[src/rtl/qdec_cabac_package.sv]
// Shared CABAC definitions: sub-FSM state encodings and context index bases.
// Context constants are stored as packed tables so any sub-FSM can index them directly.
package qdec_cabac_package;

  typedef enum logic [2:0] {
    IDLE_QP,
    QPD_PREFIX,
    QPD_SUFFIX,
    QPD_SIGN,
    CQP_FLAG,
    CQP_IDX,
    ENDING_QP
  } t_state_qp;

  localparam logic [0:0][15:0] CTXIDX_CHROMA_QP_OFFSET_FLAG = {16'd164};
  localparam logic [0:0][15:0] CTXIDX_CHROMA_QP_OFFSET_IDX  = {16'd165};
  localparam logic [0:1][15:0] CTXIDX_CU_QP_DELTA_ABS       = {16'd156, 16'd157};

endpackage

[src/rtl/qdec_egk_bin_acc.sv]
// Bypass-bin Exp-Golomb order-K accumulator: unary part, then K fixed bits MSB-first.
// done/value/overflow are combinational on the accepted bin so the caller can move on that cycle.
module qdec_egk_bin_acc #(
  parameter int K        = 0,
  parameter int MAX_ONES = 15,
  parameter int VAL_W    = 32
) (
  input  logic             clk,
  input  logic             rst_n,
  input  logic             start,
  input  logic             bin_vld,
  input  logic             bin,
  output logic             done,
  output logic [VAL_W-1:0] value,
  output logic             overflow
);

  localparam int KW = $clog2(K + MAX_ONES + 1);
  localparam int OW = $clog2(MAX_ONES + 1);

  logic [VAL_W-1:0] acc_reg, acc_next;
  logic [KW-1:0]    k_reg, k_next;
  logic [KW-1:0]    rem_reg, rem_next;
  logic [OW-1:0]    ones_reg, ones_next;
  logic             fixed_reg, fixed_next;

  always_ff @(posedge clk or negedge rst_n) begin
    if (!rst_n) begin
      acc_reg   <= '0;
      k_reg     <= KW'(K);
      rem_reg   <= '0;
      ones_reg  <= '0;
      fixed_reg <= 1'b0;
    end else begin
      acc_reg   <= acc_next;
      k_reg     <= k_next;
      rem_reg   <= rem_next;
      ones_reg  <= ones_next;
      fixed_reg <= fixed_next;
    end
  end

  always_comb begin
    acc_next   = acc_reg;
    k_next     = k_reg;
    rem_next   = rem_reg;
    ones_next  = ones_reg;
    fixed_next = fixed_reg;
    done       = 1'b0;
    overflow   = 1'b0;
    if (start) begin
      acc_next   = '0;
      k_next     = KW'(K);
      rem_next   = '0;
      ones_next  = '0;
      fixed_next = 1'b0;
    end else if (bin_vld) begin
      if (!fixed_reg) begin
        if (bin) begin
          acc_next  = acc_reg + (VAL_W'(1) << k_reg);
          k_next    = k_reg + 1'b1;
          ones_next = ones_reg + 1'b1;
          if (ones_reg == OW'(MAX_ONES - 1)) begin
            done     = 1'b1;
            overflow = 1'b1;
          end
        end else if (k_reg == '0) begin
          done = 1'b1;
        end else begin
          fixed_next = 1'b1;
          rem_next   = k_reg;
        end
      end else begin
        // fixed-length tail, first bin carries weight 2^(k-1)
        acc_next = acc_reg + (VAL_W'(bin) << (rem_reg - 1'b1));
        rem_next = rem_reg - 1'b1;
        if (rem_reg == KW'(1)) done = 1'b1;
      end
    end
  end

  assign value = acc_next;

endmodule

[src/rtl/qdec_qp_fsm.sv]
// CABAC sub-FSM for the CU QP group: cu_qp_delta_abs/sign and chroma QP offset flag/idx.
// Drives the shared context/bin-decoder port with at most one bin outstanding.
module qdec_qp_fsm
  import qdec_cabac_package::*;
#(
  parameter int ADDR_W         = 10,
  parameter int QPD_PREFIX_MAX = 5,
  parameter int QPD_EGK        = 0,
  parameter int EGK_MAX_ONES   = 15,
  parameter int QPD_W          = 8,
  parameter int CQP_IDX_W      = 3
) (
  input  logic                 clk,
  input  logic                 rst_n,
  input  logic                 qp_start,
  input  logic                 qpd_req,
  input  logic                 cqp_req,
  input  logic [2:0]           chroma_qp_offset_list_len,
  output logic [ADDR_W-1:0]    ctx_qp_addr,
  output logic                 ctx_qp_addr_vld,
  output logic                 dec_run_qp,
  output logic                 EPMode_qp,
  input  logic                 dec_rdy,
  input  logic                 ruiBin,
  input  logic                 ruiBin_vld,
  output logic [QPD_W-1:0]     cu_qp_delta_val,
  output logic                 cu_chroma_qp_offset_flag,
  output logic [CQP_IDX_W-1:0] cu_chroma_qp_offset_idx,
  output logic                 qp_err,
  output logic                 qp_done_intr
);

  localparam int PW    = $clog2(QPD_PREFIX_MAX + 1);
  localparam int SUF_W = 32;

  t_state_qp            state_reg, state_next, after_qpd;
  logic                 run_ctx_reg, outst_reg, done_reg;
  logic                 cqp_req_reg;
  logic [2:0]           list_len_reg;
  logic [PW-1:0]        prefix_reg, prefix_next, prefix_inc;
  logic [CQP_IDX_W-1:0] idx_reg, idx_next, idx_inc;
  logic                 flag_reg, flag_next, err_reg, err_next;
  logic [QPD_W-1:0]     delta_reg, delta_next;
  logic                 is_ctx_state, is_byp_state, can_issue, bin_got, start_go;
  logic                 egk_done, egk_ovf;
  logic [SUF_W-1:0]     egk_value, abs_val;

  assign start_go = (state_reg == IDLE_QP) && qp_start;
  assign bin_got  = outst_reg && ruiBin_vld;

  qdec_egk_bin_acc #(
    .K        (QPD_EGK),
    .MAX_ONES (EGK_MAX_ONES),
    .VAL_W    (SUF_W)
  ) u_egk (
    .clk      (clk),
    .rst_n    (rst_n),
    .start    (start_go),
    .bin_vld  (bin_got && (state_reg == QPD_SUFFIX)),
    .bin      (ruiBin),
    .done     (egk_done),
    .value    (egk_value),
    .overflow (egk_ovf)
  );

  // A context bin reserves the port one cycle early (address fetch), so it counts as busy.
  always_comb begin
    is_ctx_state    = (state_reg == QPD_PREFIX) || (state_reg == CQP_FLAG) || (state_reg == CQP_IDX);
    is_byp_state    = (state_reg == QPD_SUFFIX) || (state_reg == QPD_SIGN);
    can_issue       = dec_rdy && !outst_reg && !run_ctx_reg;
    ctx_qp_addr_vld = is_ctx_state && can_issue;
    EPMode_qp       = is_byp_state && can_issue;
    dec_run_qp      = run_ctx_reg || EPMode_qp;
    ctx_qp_addr     = '0;
    case (state_reg)
      QPD_PREFIX: ctx_qp_addr = (prefix_reg == '0) ? ADDR_W'(CTXIDX_CU_QP_DELTA_ABS[0])
                                                   : ADDR_W'(CTXIDX_CU_QP_DELTA_ABS[1]);
      CQP_FLAG:   ctx_qp_addr = ADDR_W'(CTXIDX_CHROMA_QP_OFFSET_FLAG[0]);
      CQP_IDX:    ctx_qp_addr = ADDR_W'(CTXIDX_CHROMA_QP_OFFSET_IDX[0]);
      default:    ctx_qp_addr = '0;
    endcase
  end

  always_comb begin
    state_next  = state_reg;
    prefix_next = prefix_reg;
    idx_next    = idx_reg;
    flag_next   = flag_reg;
    delta_next  = delta_reg;
    err_next    = err_reg;
    after_qpd   = cqp_req_reg ? CQP_FLAG : ENDING_QP;
    prefix_inc  = prefix_reg + 1'b1;
    idx_inc     = idx_reg + 1'b1;
    abs_val     = SUF_W'(prefix_reg) + egk_value;
    case (state_reg)
      IDLE_QP: if (qp_start) begin
        prefix_next = '0;
        idx_next    = '0;
        flag_next   = 1'b0;
        delta_next  = '0;
        err_next    = 1'b0;
        state_next  = qpd_req ? QPD_PREFIX : (cqp_req ? CQP_FLAG : ENDING_QP);
      end
      QPD_PREFIX: if (bin_got) begin
        if (ruiBin) begin
          prefix_next = prefix_inc;
          if (prefix_inc == PW'(QPD_PREFIX_MAX)) state_next = QPD_SUFFIX;
        end else begin
          state_next = (prefix_reg != '0) ? QPD_SIGN : after_qpd;
        end
      end
      QPD_SUFFIX: if (egk_done) begin
        err_next   = egk_ovf;
        state_next = egk_ovf ? ENDING_QP : QPD_SIGN;
      end
      QPD_SIGN: if (bin_got) begin
        delta_next = ruiBin ? QPD_W'(-abs_val) : QPD_W'(abs_val);
        state_next = after_qpd;
      end
      CQP_FLAG: if (bin_got) begin
        flag_next  = ruiBin;
        state_next = (ruiBin && list_len_reg != 3'd0) ? CQP_IDX : ENDING_QP;
      end
      CQP_IDX: if (bin_got) begin
        if (ruiBin) begin
          idx_next = idx_inc;
          if (idx_inc == CQP_IDX_W'(list_len_reg)) state_next = ENDING_QP;
        end else begin
          state_next = ENDING_QP;
        end
      end
      ENDING_QP: state_next = IDLE_QP;
      default:   state_next = IDLE_QP;
    endcase
  end

  always_ff @(posedge clk or negedge rst_n) begin
    if (!rst_n) begin
      state_reg    <= IDLE_QP;
      run_ctx_reg  <= 1'b0;
      outst_reg    <= 1'b0;
      done_reg     <= 1'b0;
      cqp_req_reg  <= 1'b0;
      list_len_reg <= '0;
      prefix_reg   <= '0;
      idx_reg      <= '0;
      flag_reg     <= 1'b0;
      delta_reg    <= '0;
      err_reg      <= 1'b0;
    end else begin
      state_reg   <= state_next;
      run_ctx_reg <= ctx_qp_addr_vld;
      if (dec_run_qp)   outst_reg <= 1'b1;
      else if (bin_got) outst_reg <= 1'b0;
      done_reg    <= (state_reg == ENDING_QP);
      if (start_go) begin
        cqp_req_reg  <= cqp_req;
        list_len_reg <= chroma_qp_offset_list_len;
      end
      prefix_reg  <= prefix_next;
      idx_reg     <= idx_next;
      flag_reg    <= flag_next;
      delta_reg   <= delta_next;
      err_reg     <= err_next;
    end
  end

  assign cu_qp_delta_val          = delta_reg;
  assign cu_chroma_qp_offset_flag = flag_reg;
  assign cu_chroma_qp_offset_idx  = idx_reg;
  assign qp_err                   = err_reg;
  assign qp_done_intr             = done_reg;

endmodule

[config.mk]
export PLATFORM = sky130hd
export DESIGN_NAME = qdec_qp_fsm
export DESIGN_NICKNAME = d
export VERILOG_FILES = /design/src/rtl/qdec_cabac_package.sv /design/src/rtl/qdec_egk_bin_acc.sv /design/src/rtl/qdec_qp_fsm.sv
export SDC_FILE = /design/constraint.sdc
export NUM_CORES = 1
export LEC_CHECK = 0
export BUFFER_PORTS_ARGS = -buffer_cell sky130_fd_sc_hd__buf_2
export CAP_MARGIN = 30
export CELL_PAD_IN_SITES_DETAIL_PLACEMENT = 1
export CELL_PAD_IN_SITES_GLOBAL_PLACEMENT = 1
export CORE_ASPECT_RATIO = 1.1
export CORE_MARGIN = 5
export CORE_UTILIZATION = 25
export DETAILED_ROUTE_END_ITERATION = 8
export GPL_TIMING_DRIVEN = 0
export PLACE_DENSITY_LB_ADDON = 0.1
export SYNTH_ARGS = -nofsm -noshare
export SYNTH_HDL_FRONTEND = slang
export SYNTH_SLANG_ARGS = --single-unit
export TNS_END_PERCENT = 30
[constraint.sdc]
create_clock -name clk -period 10.7 [get_ports clk]
set_input_delay 3.21 -clock clk [delete_from_list [all_inputs] [get_ports clk]]
set_output_delay 3.21 -clock clk [all_outputs]
set_load 0.005 [all_outputs]
# After elaboration in Yosys (flattened, before gate mapping)
# Index checks and enable logic that the tools add are counted.
word_totals:
  reg_bits: 71
op_classes:
  add_sub_neg: 9
  n_eq_ne: 23
  shift: 2
  n_mux: 70
  n_reduce_logical: 35
ops:
  columns: ["operator", "n"]
  rows:
  - ["$mux 32", 4]
  - ["$add 32x32->32", 2]
  - ["$mux 3", 18]
  - ["$mux 4", 13]
  - ["$shl 1x4->32", 1]
  - ["$shl 1x4->32 const A", 1]
  - ["$mux 8", 3]
  - ["$pmux 8 s3", 1]
  - ["$mux 1", 22]
  - ["$ne 2x2->1 const B", 9]
  - ["$pmux 3 s6", 1]
  - ["$pmux 8 s2", 1]
  - ["$reduce_bool 2->1", 8]
  - ["$reduce_and 3->1", 5]
  - ["$eq 3x3->1 const B", 4]
  - ["$pmux 3 s2", 2]
  - ["$ne 3x2->1 const B", 3]
  - ["$add 3x8->8", 1]
  - ["$add 4x1->4 const B", 2]
  - ["$logic_and 1x1->1", 8]
  - ["$neg 8->8", 1]
  - ["$reduce_and 4->1", 2]
  - ["$reduce_and 8->1", 1]
  - ["$add 3x1->3 const B", 2]
  - ["other kinds (14)", 24]

# Longest topological paths before layout
# Gate-level depths: netlist (run 1).
depth:
  ltp_word: 11
  depth_mapped: 19

# Modules after synthesis
# From an unflattened synthesis (run 1), not the netlist that was laid out.
unflattened:
  cells_unflattened: 805
  area_unflattened_um2: 6444.9
modules_own_cells:
  columns: ["mod", "n_inst", "cells_each", "area_each_um2", "seq_area_each_um2"]
  rows:
  - ["qdec_egk_bin_acc", 1, 575, 4545.6, 1126.1]
  - ["qdec_qp_fsm", 1, 230, 1899.3, 650.6]

# Worst setup path before layout (run 1)
# Ideal clock, no wire load.
synth_timing:
  kind: "input to register"
  start: "in ruiBin"
  end: "reg delta_reg[7] (netlist: cu_qp_delta_val[7])"
  setup_time_ns: 0.087
  t_arrival_ns: 7.146
  required_ns: 10.613
  path_slack_ns: 3.467
  path_stages: 16
  path_buffers: 3
  path_cell_list: "buf_2 > clkbuf_1 > buf_1 > nand3_1 > or2_2 > fa_1 > mux2_2 > o21ai_0 > ha_1 > a21o_1 > a21oi_1 > or2_1 > or4_1 > a41o_1 > a2111o_1 > o211ai_1"
synth_between:
  elab_chain_len: 10
  word_cells_on_any_way: 11
  classes_between: "3 x add/sub; 1 x shift; 7 x mux"
synth_rtl:
  columns: ["item", "line", "source"]
  rows:
  - ["start, declared", "qdec_qp_fsm.sv:24", "input logic ruiBin,"]
  - ["$shl 1x4->32", "qdec_egk_bin_acc.sv:75", "acc_next = acc_reg + (VAL_W'(bin) << (rem_reg - 1'b1));"]
  - ["$add 32x32->32", "qdec_egk_bin_acc.sv:75", null]
  - ["$mux 32 *", "qdec_egk_bin_acc.sv:58", "if (!fixed_reg) begin"]
  - ["$mux 32 *", "qdec_egk_bin_acc.sv:57", "end else if (bin_vld) begin"]
  - ["$mux 32 *", "qdec_egk_bin_acc.sv:51", "if (start) begin"]
  - ["named net egk_value[1]", "qdec_qp_fsm.sv:46", "logic [SUF_W-1:0] egk_value, abs_val;"]
  - ["$add 3x8->8 *", "qdec_qp_fsm.sv:94", "abs_val = SUF_W'(prefix_reg) + egk_value;"]
  - ["$neg 8->8", "qdec_qp_fsm.sv:117", "delta_next = ruiBin ? QPD_W'(-abs_val) : QPD_W'(abs_val);"]
  - ["$mux 8 *", "qdec_qp_fsm.sv:117", null]
  - ["$mux 8 *", "qdec_qp_fsm.sv:116", "QPD_SIGN: if (bin_got) begin"]
  - ["$pmux 8 s2 *", "qdec_qp_fsm.sv:95", "case (state_reg)"]
  - ["end signal, assigned", "qdec_qp_fsm.sv:163", "delta_reg <= delta_next;"]
  - ["end, declared", "qdec_qp_fsm.sv:43", "logic [QPD_W-1:0] delta_reg, delta_next;"]
# Mark *: on every way through the listed nets, which the timed path passes. The rest lies on a longest branch. The select of a mux whose other input is x is not followed.
# A chain may end at the register's enable or synchronous reset.

# Worst setup path in the final report (run 1)
# Ends and elaborated chain as after synthesis.

==> flow_metrics.py, run 1 <==
metrics = {
    "outcome": {
        "run_status": "finished, final reports clean",
    },
    "timing": {
        "timing_worst_slew_pin_value_ps": 690,
        "rsz0062_at_grt": "false",
        "final.period_utilization_pct": 74.2,
        "worst_slew_margin_rel_pct": 54.0,
        "report.final.hold_viol_count": 0,
        "setup_violations": 0,
        "setup-tns-final_ps": 0,
        "finalMaxSlewViolations": 0,
        "timing.final.crit_period_ps": 7940,
        "finClkSkew_ps": 7.45,
        "maxClockFrequency_ghz": 0.126,
    },
    "drt": {
        "drt.antenna.violating_nets": 0,
        "wire_per_inst_um": 17.7,
        "remaining_drc_errors": 0,
        "detailroute.via_count": 3565,
        "first_pass_iters": 4,
        "routed_wirelength_um": 12700,
        "vias_per_cell": 4.99,
        "drt_iter0_drc": 72,
    },
    "clocking": {
        "cts_tree": "done",
        "post-cts-setup-buffer-count": 0,
        "cts_num_sinks": 47,
        "ctsHoldBuffers": 0,
        "cts_resized": 0,
        "tritoncts.num_buffers": 5,
        "clock_root_buffer": "sky130_fd_sc_hd__clkbuf_16",
        "clock_insertion_delay_worst_skew_ps": 290,
        "cts.clk_slew.worst_paths_ps": 70,
        "h-tree-depth": 2,
        "clock_path_buffers": 2,
    },
    "placement": {
        "place_congestion": 0.803,
        "dpl.hpwl_um": 10000,
        "placement.io_buffers": 32,
        "placed_cells": 708,
    },
    "synthesis": {
        "synth_top_cells_by_area": "sky130_fd_sc_hd__dfrtp_1, sky130_fd_sc_hd__ha_1, sky130_fd_sc_hd__nand2_1",
        "synth_enable_flop_cells": 0,
        "synth_area_mm2": 0.00389,
        "compound_gate_portion_of_the_synthesized_area_pct": 21.5,
        "synth_flop_cell": "sky130_fd_sc_hd__dfrtp_1",
        "synthCells": 476,
        "yosysTopAreaCell": "sky130_fd_sc_hd__dfrtp_1",
        "yosys-mux-area-fraction_pct": 2.12,
        "synth_top_family_by_area": "simple AND/OR/NAND/NOR gates",
        "post-synth-top-area-fraction_pct": 30.2,
        "yosys_warnings": 0,
        "yosys.area_share.xor_xnor_pct": 5.17,
        "synth_seq_area_share_pct": 30.2,
        "synth_simple_gate_area_share_pct": 23.6,
        "async_flop_share_pct": 100,
        "synth-seq-cells": 47,
        "netlist-cell-type-count": 68,
        "post_synth_fa_ha_maj_area_fraction_pct": 11.8,
        "post_synth.cell_area_avg_um2": 8.18,
    },
    "grt": {
        "grt.overflow.total": 0,
        "antenna_found_initial": 0,
        "grt_max_degree": 26,
        "global_route_wire_length_before_repair_um": 20700,
        "first_global_vias": 3781,
        "grt_util_all_layers_pct": 14.4,
    },
    "hold_path": {
        "worst_hold_path_type": "reg -> reg",
        "timing.hold.worst_path_depth": 2,
        "min_delay_worst_endpoint": "cqp_req_reg$_DFFE_PN0P_",
        "min_from": "cqp_req_reg$_DFFE_PN0P_",
    },
    "pwr": {
        "worst_ir_drop_vdd_uv": 68.5,
        "power-per-cell-area_mw_per_mm2": 180,
        "p_clk_share_pct": 19.3,
        "power.share.switching_pct": 43.9,
        "total_power_mw": 0.806,
        "power.net_switching_mw": 0.353,
        "cell_int_power_mw": 0.452,
        "power_frac_comb_pct": 48.8,
        "p_leak_nw": 2.09,
        "seq_power_share_pct": 31.9,
    },
    "finish": {
        "layout-drive-gt1-share_pct": 12.7,
        "count_of_antenna_diodes_in_the_layout": 0,
        "final_nets": 565,
        "finalNonFillerCells": 714,
        "relative_area_change_from_synthesis_to_final_layout_pct": 14.6,
    },
    "critical_path": {
        "crit_path_end_kind": "flip-flop",
        "timing.setup.critical_path_class": "in -> reg",
        "timing.critical_path.fanout_max": 10,
        "crit_arrival_ps": 8150,
        "worst_ep_required_time_ps": 10910,
        "worstSetupStartpointType": "input pin",
        "worst_reg2reg_path_endpoint": "cu_qp_delta_val[7]$_DFFE_PN0P_",
        "reg2reg_from": "u_egk.rem_reg[0]$_DFFE_PN0P_",
        "r2r.worst_path.cells": 18,
        "rrSetupSlack_ps": 5720,
    },
    "die": {
        "die_area_mm2": 0.0182,
        "initial_core_util_pct": 25.7,
        "die_y_um": 141,
        "floorplan.die.width_um": 129,
        "floorplan.io_pins": 38,
        "std_cell_rows": 47,
        "placeableCoreArea_mm2": 0.0152,
    },
    "run": {
        "max_cap_viol_count": 0,
    },
}
==> cells in the mapped netlist, drive strengths merged, types with 12 or more instances <==
library cell / instances
nand2: 49
nor2: 48
dfrtp: 47
a21oi: 35
o21ai: 35
ha: 32
inv: 27
nand3: 22
nor3: 17
xor2: 13
buf: 12
==> critical path, cell delays in order <==
cell and delay (ps):
sky130_fd_sc_hd__buf_2 210, sky130_fd_sc_hd__clkbuf_1 480, sky130_fd_sc_hd__buf_1 540, sky130_fd_sc_hd__nand3_1 190
sky130_fd_sc_hd__nor2_1 160, sky130_fd_sc_hd__ha_1 180, sky130_fd_sc_hd__inv_1 60, sky130_fd_sc_hd__fa_1 440
sky130_fd_sc_hd__mux2_2 280, sky130_fd_sc_hd__o21ai_0 440, sky130_fd_sc_hd__ha_1 260, sky130_fd_sc_hd__a21o_1 90
sky130_fd_sc_hd__a21oi_1 110, sky130_fd_sc_hd__or2_1 280, sky130_fd_sc_hd__or4_1 480, sky130_fd_sc_hd__a41o_1 260
sky130_fd_sc_hd__a2111o_1 400, sky130_fd_sc_hd__o211ai_1 90
==> cells in the final DEF, fill, tap and decap left out, types with 3 or more instances in the layout <==
cell and instances:
sky130_fd_sc_hd__dfrtp_1 47, sky130_fd_sc_hd__mux2i_1 6, sky130_fd_sc_hd__nand3_1 22, sky130_fd_sc_hd__fa_1 3
sky130_fd_sc_hd__ha_1 32, sky130_fd_sc_hd__buf_4 7, sky130_fd_sc_hd__nand2_1 49, sky130_fd_sc_hd__nor2b_1 6
sky130_fd_sc_hd__a31oi_1 7, sky130_fd_sc_hd__clkbuf_1 10, sky130_fd_sc_hd__o21a_1 3, sky130_fd_sc_hd__a21o_1 7
sky130_fd_sc_hd__xnor2_1 10, sky130_fd_sc_hd__conb_1 4, sky130_fd_sc_hd__a211oi_1 5, sky130_fd_sc_hd__and2_1 6
sky130_fd_sc_hd__o21ai_1 3, sky130_fd_sc_hd__nor2_1 46, sky130_fd_sc_hd__or2_2 4, sky130_fd_sc_hd__clkbuf_16 5
sky130_fd_sc_hd__buf_1 3, sky130_fd_sc_hd__xor2_1 13, sky130_fd_sc_hd__or4_1 3, sky130_fd_sc_hd__a22oi_1 5
sky130_fd_sc_hd__or3_1 4, sky130_fd_sc_hd__nand2b_1 9, sky130_fd_sc_hd__nor3_1 16, sky130_fd_sc_hd__buf_2 34
sky130_fd_sc_hd__and3_1 7, sky130_fd_sc_hd__inv_1 26, sky130_fd_sc_hd__a21oi_1 35, sky130_fd_sc_hd__nand4_1 4
sky130_fd_sc_hd__o21ai_0 32
==> worst max-delay path by stage <==
stage,start,end,slack (ps),cells past startpoint
finish,ruiBin,cu_qp_delta_val[7]$_DFFE_PN0P_,2760,18
floorplan,ruiBin,cu_qp_delta_val[7]$_DFFE_PN0P_,3470,16
detailed placement,ruiBin,cu_qp_delta_val[7]$_DFFE_PN0P_,2410,18
global placement,ruiBin,cu_qp_delta_val[7]$_DFFE_PN0P_,2400,18
CTS,ruiBin,cu_qp_delta_val[7]$_DFFE_PN0P_,2660,18
global route,ruiBin,cu_qp_delta_val[6]$_DFFE_PN0P_,2370,18
==> layer usage <==
| layer | vias up | global-route usage [%] | wire length (um) |
|---|---|---|---|
| li1 | 1763 | - | - |
| met1 | 1761 | 18.7 | 5850 |
| met2 | 31 | 25.3 | 6430 |
| met3 | 10 | 1.59 | 194 |
| met4 | 0 | 3.59 | 180 |
| met5 | - | 0 | 0 |
==> metrics by stage <==
stage	utilization, %	hold slack (ps)	setup slack (ps)	area, um2
after global routing	29.4	538	2370	4460
after floorplan	-	439	3470	3910
final	29.4	489	2760	4460
after global placement	28.4	477	2400	4310
after CTS	29.4	502	2660	4460
after detailed placement	28.6	486	2410	4330
==> layout make-up <==
cell class / instances / area [um2]
flip-flops and latches: 47 / 1180
plain buffers: 22 / 111
inverters: 27 / 101
multi-input cells: 383 / 2520
repair buffers: 33 / 180
fillers: 1872 / 10700
clock buffers: 5 / 125
well taps: 196 / 245
clock inverters: 1 / 7.51
==> power by group through the flow <==
stage / combinational, mW / sequential (mW) / clock, mW
CTS: 0.404 / 0.258 / 0.163
detailed placement: 0.399 / 0.261 / 0
global route: 0.451 / 0.263 / 0.170
floorplan: 0.276 / 0.249 / 0
global placement: 0.395 / 0.260 / 0
finish: 0.393 / 0.257 / 0.156
==> cells by family (layout without fill, tap and decap cells) <==
group           count (synthesis)  in the layout
compound gates                126            126
xor+xnor                       23             23
fa+ha+maj                      35             35
buf+inv                        49             88
flops                          47             47
mux                             8              8
other cells                     1              4
simple gates                  187            187
Note: power is estimated with default switching activity, not from simulation.
==> run 2: changes to the inputs <==
- clock period: 10.7 -> 7 ns (I/O delays scaled with it)
==> run 2 against run 1 <==
Critical path type unchanged. Design area about the same. Clock-buffer cell count unchanged. Non-clock buffer count did not move. Clock skew stayed put.
==> flow_metrics.py, run 2 (synthesized netlist as in run 1, its figures left out) <==
metrics = {
    "grt": {
        "first_global_vias": 3781,
        "global_route_wire_length_before_repair_um": 20700,
        "grt_max_degree": 26,
        "grt.overflow.total": 0,
        "antenna_found_initial": 0,
        "grt_util_all_layers_pct": 14.4,
    },
    "placement": {
        "dpl.hpwl_um": 10000,
        "place_congestion": 0.803,
        "post_dp_cell_area_mm2": 0.00433,
        "placement.io_buffers": 32,
    },
    "outcome": {
        "run_status": "finished, final reports clean",
    },
    "critical_path": {
        "timing.critical_path.fanout_max": 10,
        "rrSetupSlack_ps": 2020,
        "timing.critical_path.buf_inv": 4,
        "timing.setup.critical_path_class": "in -> reg",
        "crit_chain": "buf_2, clkbuf_1, clkbuf_2, nand3_1, nor2_1, ha_1, inv_1, fa_1, mux2_2, o21ai_0, ha_1, a21o_1, a21oi_1, or2_1, or4_1, a41o_1, a2111o_1, o211ai_1",
        "crit_path_end_kind": "flip-flop",
        "setup.worst_path.end": "cu_qp_delta_val[7]$_DFFE_PN0P_",
        "worstSetupStartpointType": "input pin",
        "r2r.worst_path.cells": 18,
        "crit_slowest_cell": "sky130_fd_sc_hd__clkbuf_1",
        "worst_reg2reg_path_endpoint": "cu_qp_delta_val[7]$_DFFE_PN0P_",
        "worst_ep_required_time_ps": 7210,
        "critical_path.startpoint": "ruiBin",
        "critical_path.most_common_cell": "sky130_fd_sc_hd__ha_1",
        "path_depth": 18,
        "family_with_the_most_delay_on_the_worst_path": "compound AO/OA/AOI/OAI gates",
        "crit_arrival_ps": 6820,
        "reg2reg_from": "u_egk.rem_reg[0]$_DFFE_PN0P_",
        "timing.critical_path.slowest_cell_delay_ps": 480,
    },
    "timing": {
        "finalHoldWorstSlack_ps": 489,
        "setup_violations": 0,
        "timing.final.crit_period_ps": 6620,
        "final.period_utilization_pct": 94.5,
        "timing_worst_slew_pin_value_ps": 690,
        "report.final.hold_viol_count": 0,
        "worst_slew_margin_rel_pct": 54.0,
        "setup-tns-final_ps": 0,
        "rsz0062_at_grt": "false",
        "finClkSkew_ps": 7.45,
        "maxClockFrequency_ghz": 0.151,
        "finalMaxSlewViolations": 0,
    },
    "die": {
        "floorplan.io_pins": 38,
        "floorplan.die.width_um": 129,
        "die_area_mm2": 0.0182,
        "die_y_um": 141,
        "placeableCoreArea_mm2": 0.0152,
        "initial_core_util_pct": 25.7,
        "std_cell_rows": 47,
    },
    "finish": {
        "final_nets": 565,
        "layout-drive-gt1-share_pct": 12.9,
        "relative_area_change_from_synthesis_to_final_layout_pct": 14.6,
        "leading_cell_type_in_the_layout_fill_and_taps_excluded": "sky130_fd_sc_hd__nand2_1",
        "final_cell_mix": "sky130_fd_sc_hd__nand2_1, sky130_fd_sc_hd__dfrtp_1, sky130_fd_sc_hd__nor2_1",
        "count_of_antenna_diodes_in_the_layout": 0,
        "post-route-cell-area_mm2": 0.00447,
    },
    "hold_path": {
        "worst_hold_path_type": "reg -> reg",
        "timing.hold.worst_path_depth": 2,
    },
    "drt": {
        "drt_iter0_drc": 72,
        "first_pass_iters": 4,
        "drt.antenna.violating_nets": 0,
        "remaining_drc_errors": 0,
        "routed_wirelength_um": 12700,
        "detailroute.via_count": 3565,
        "wire_per_inst_um": 17.7,
        "vias_per_cell": 4.99,
    },
    "pwr": {
        "p_leak_nw": 2.09,
        "total_power_mw": 1.23,
        "power-per-cell-area_mw_per_mm2": 276,
        "worst_ir_drop_vdd_uv": 105,
    },
    "clocking": {
        "ctsHoldBuffers": 0,
        "h-tree-depth": 2,
        "clock_insertion_delay_worst_skew_ps": 290,
        "cts_tree": "done",
        "tritoncts.num_buffers": 5,
        "cts_num_sinks": 47,
        "clock_path_buffers": 2,
        "cts.clk_slew.worst_paths_ps": 70,
        "clock_root_buffer": "sky130_fd_sc_hd__clkbuf_16",
    },
    "run": {
        "max_cap_viol_count": 0,
    },
}
-- run 2: changes by cell type in the layout (fill, tap and decap cells not counted) --
| cell | change |
|---|---|
| sky130_fd_sc_hd__buf_1 | -1 |
| sky130_fd_sc_hd__clkbuf_2 | +1 |
-- run 2: routing by layer --
metal | global-route usage [%] | vias up | share of wire (%)
met1 | 18.7 | 1761 | 46
li1 | - | 1763 | -
met4 | 3.59 | 0 | 1.4
met3 | 1.59 | 10 | 1.5
met5 | 0 | - | 0
met2 | 25.3 | 31 | 51
-- run 2: power breakdown --
group	total (mW)	internal (mW)	switching [mW]	leakage (nW)
Combinational	0.601	0.236	0.365	1.39
Sequential	0.392	0.327	0.0659	0.640
Clock	0.238	0.129	0.109	0.0618
-- run 2: worst reg2reg max path: cells and delay by family, from the launching register on --
kind	cells	cell delay, ps
buffers and inverters	1	70
AOI/OAI and AO/OA	7	1740
muxes	1	280
adders and majority gates	3	900
and+or+nand+nor	6	1420
DFF	1	480
-- run 2: final cells by class --
type	count	area, um2
repair buffers	33	180
well taps	196	245
fillers	1871	10700
flip-flops and latches	47	1180
multi-input cells	383	2520
plain buffers	22	113
clock buffers	5	125
inverters	27	101
clock inverters	1	7.51
-- run 2: worst min-delay path by stage --
stage                                       start                      end  slack, ps
after floorplan           cqp_req_reg$_DFFE_PN0P_  cqp_req_reg$_DFFE_PN0P_        440
after global placement    cqp_req_reg$_DFFE_PN0P_  cqp_req_reg$_DFFE_PN0P_        480
after detailed placement  cqp_req_reg$_DFFE_PN0P_  cqp_req_reg$_DFFE_PN0P_        490
after CTS                 cqp_req_reg$_DFFE_PN0P_  cqp_req_reg$_DFFE_PN0P_        500
after global routing      cqp_req_reg$_DFFE_PN0P_  cqp_req_reg$_DFFE_PN0P_        540
final                     cqp_req_reg$_DFFE_PN0P_  cqp_req_reg$_DFFE_PN0P_        490
-- run 2: through the flow --
stage	setup slack, ps	util (%)	std cells
6_report	385	29.4	714
3_5_place_dp	-181	28.6	708
5_1_grt	26.0	29.4	714
2_1_floorplan	877	-	479
4_1_cts	68.5	29.4	714
3_3_place_gp	-188	28.4	707
-- run 2: what timing repair did --
item / CTS / global route
buffers inserted: 0 / 0
gates resized for setup: 0 / 1
endpoints found under the setup margin: 0 / 2
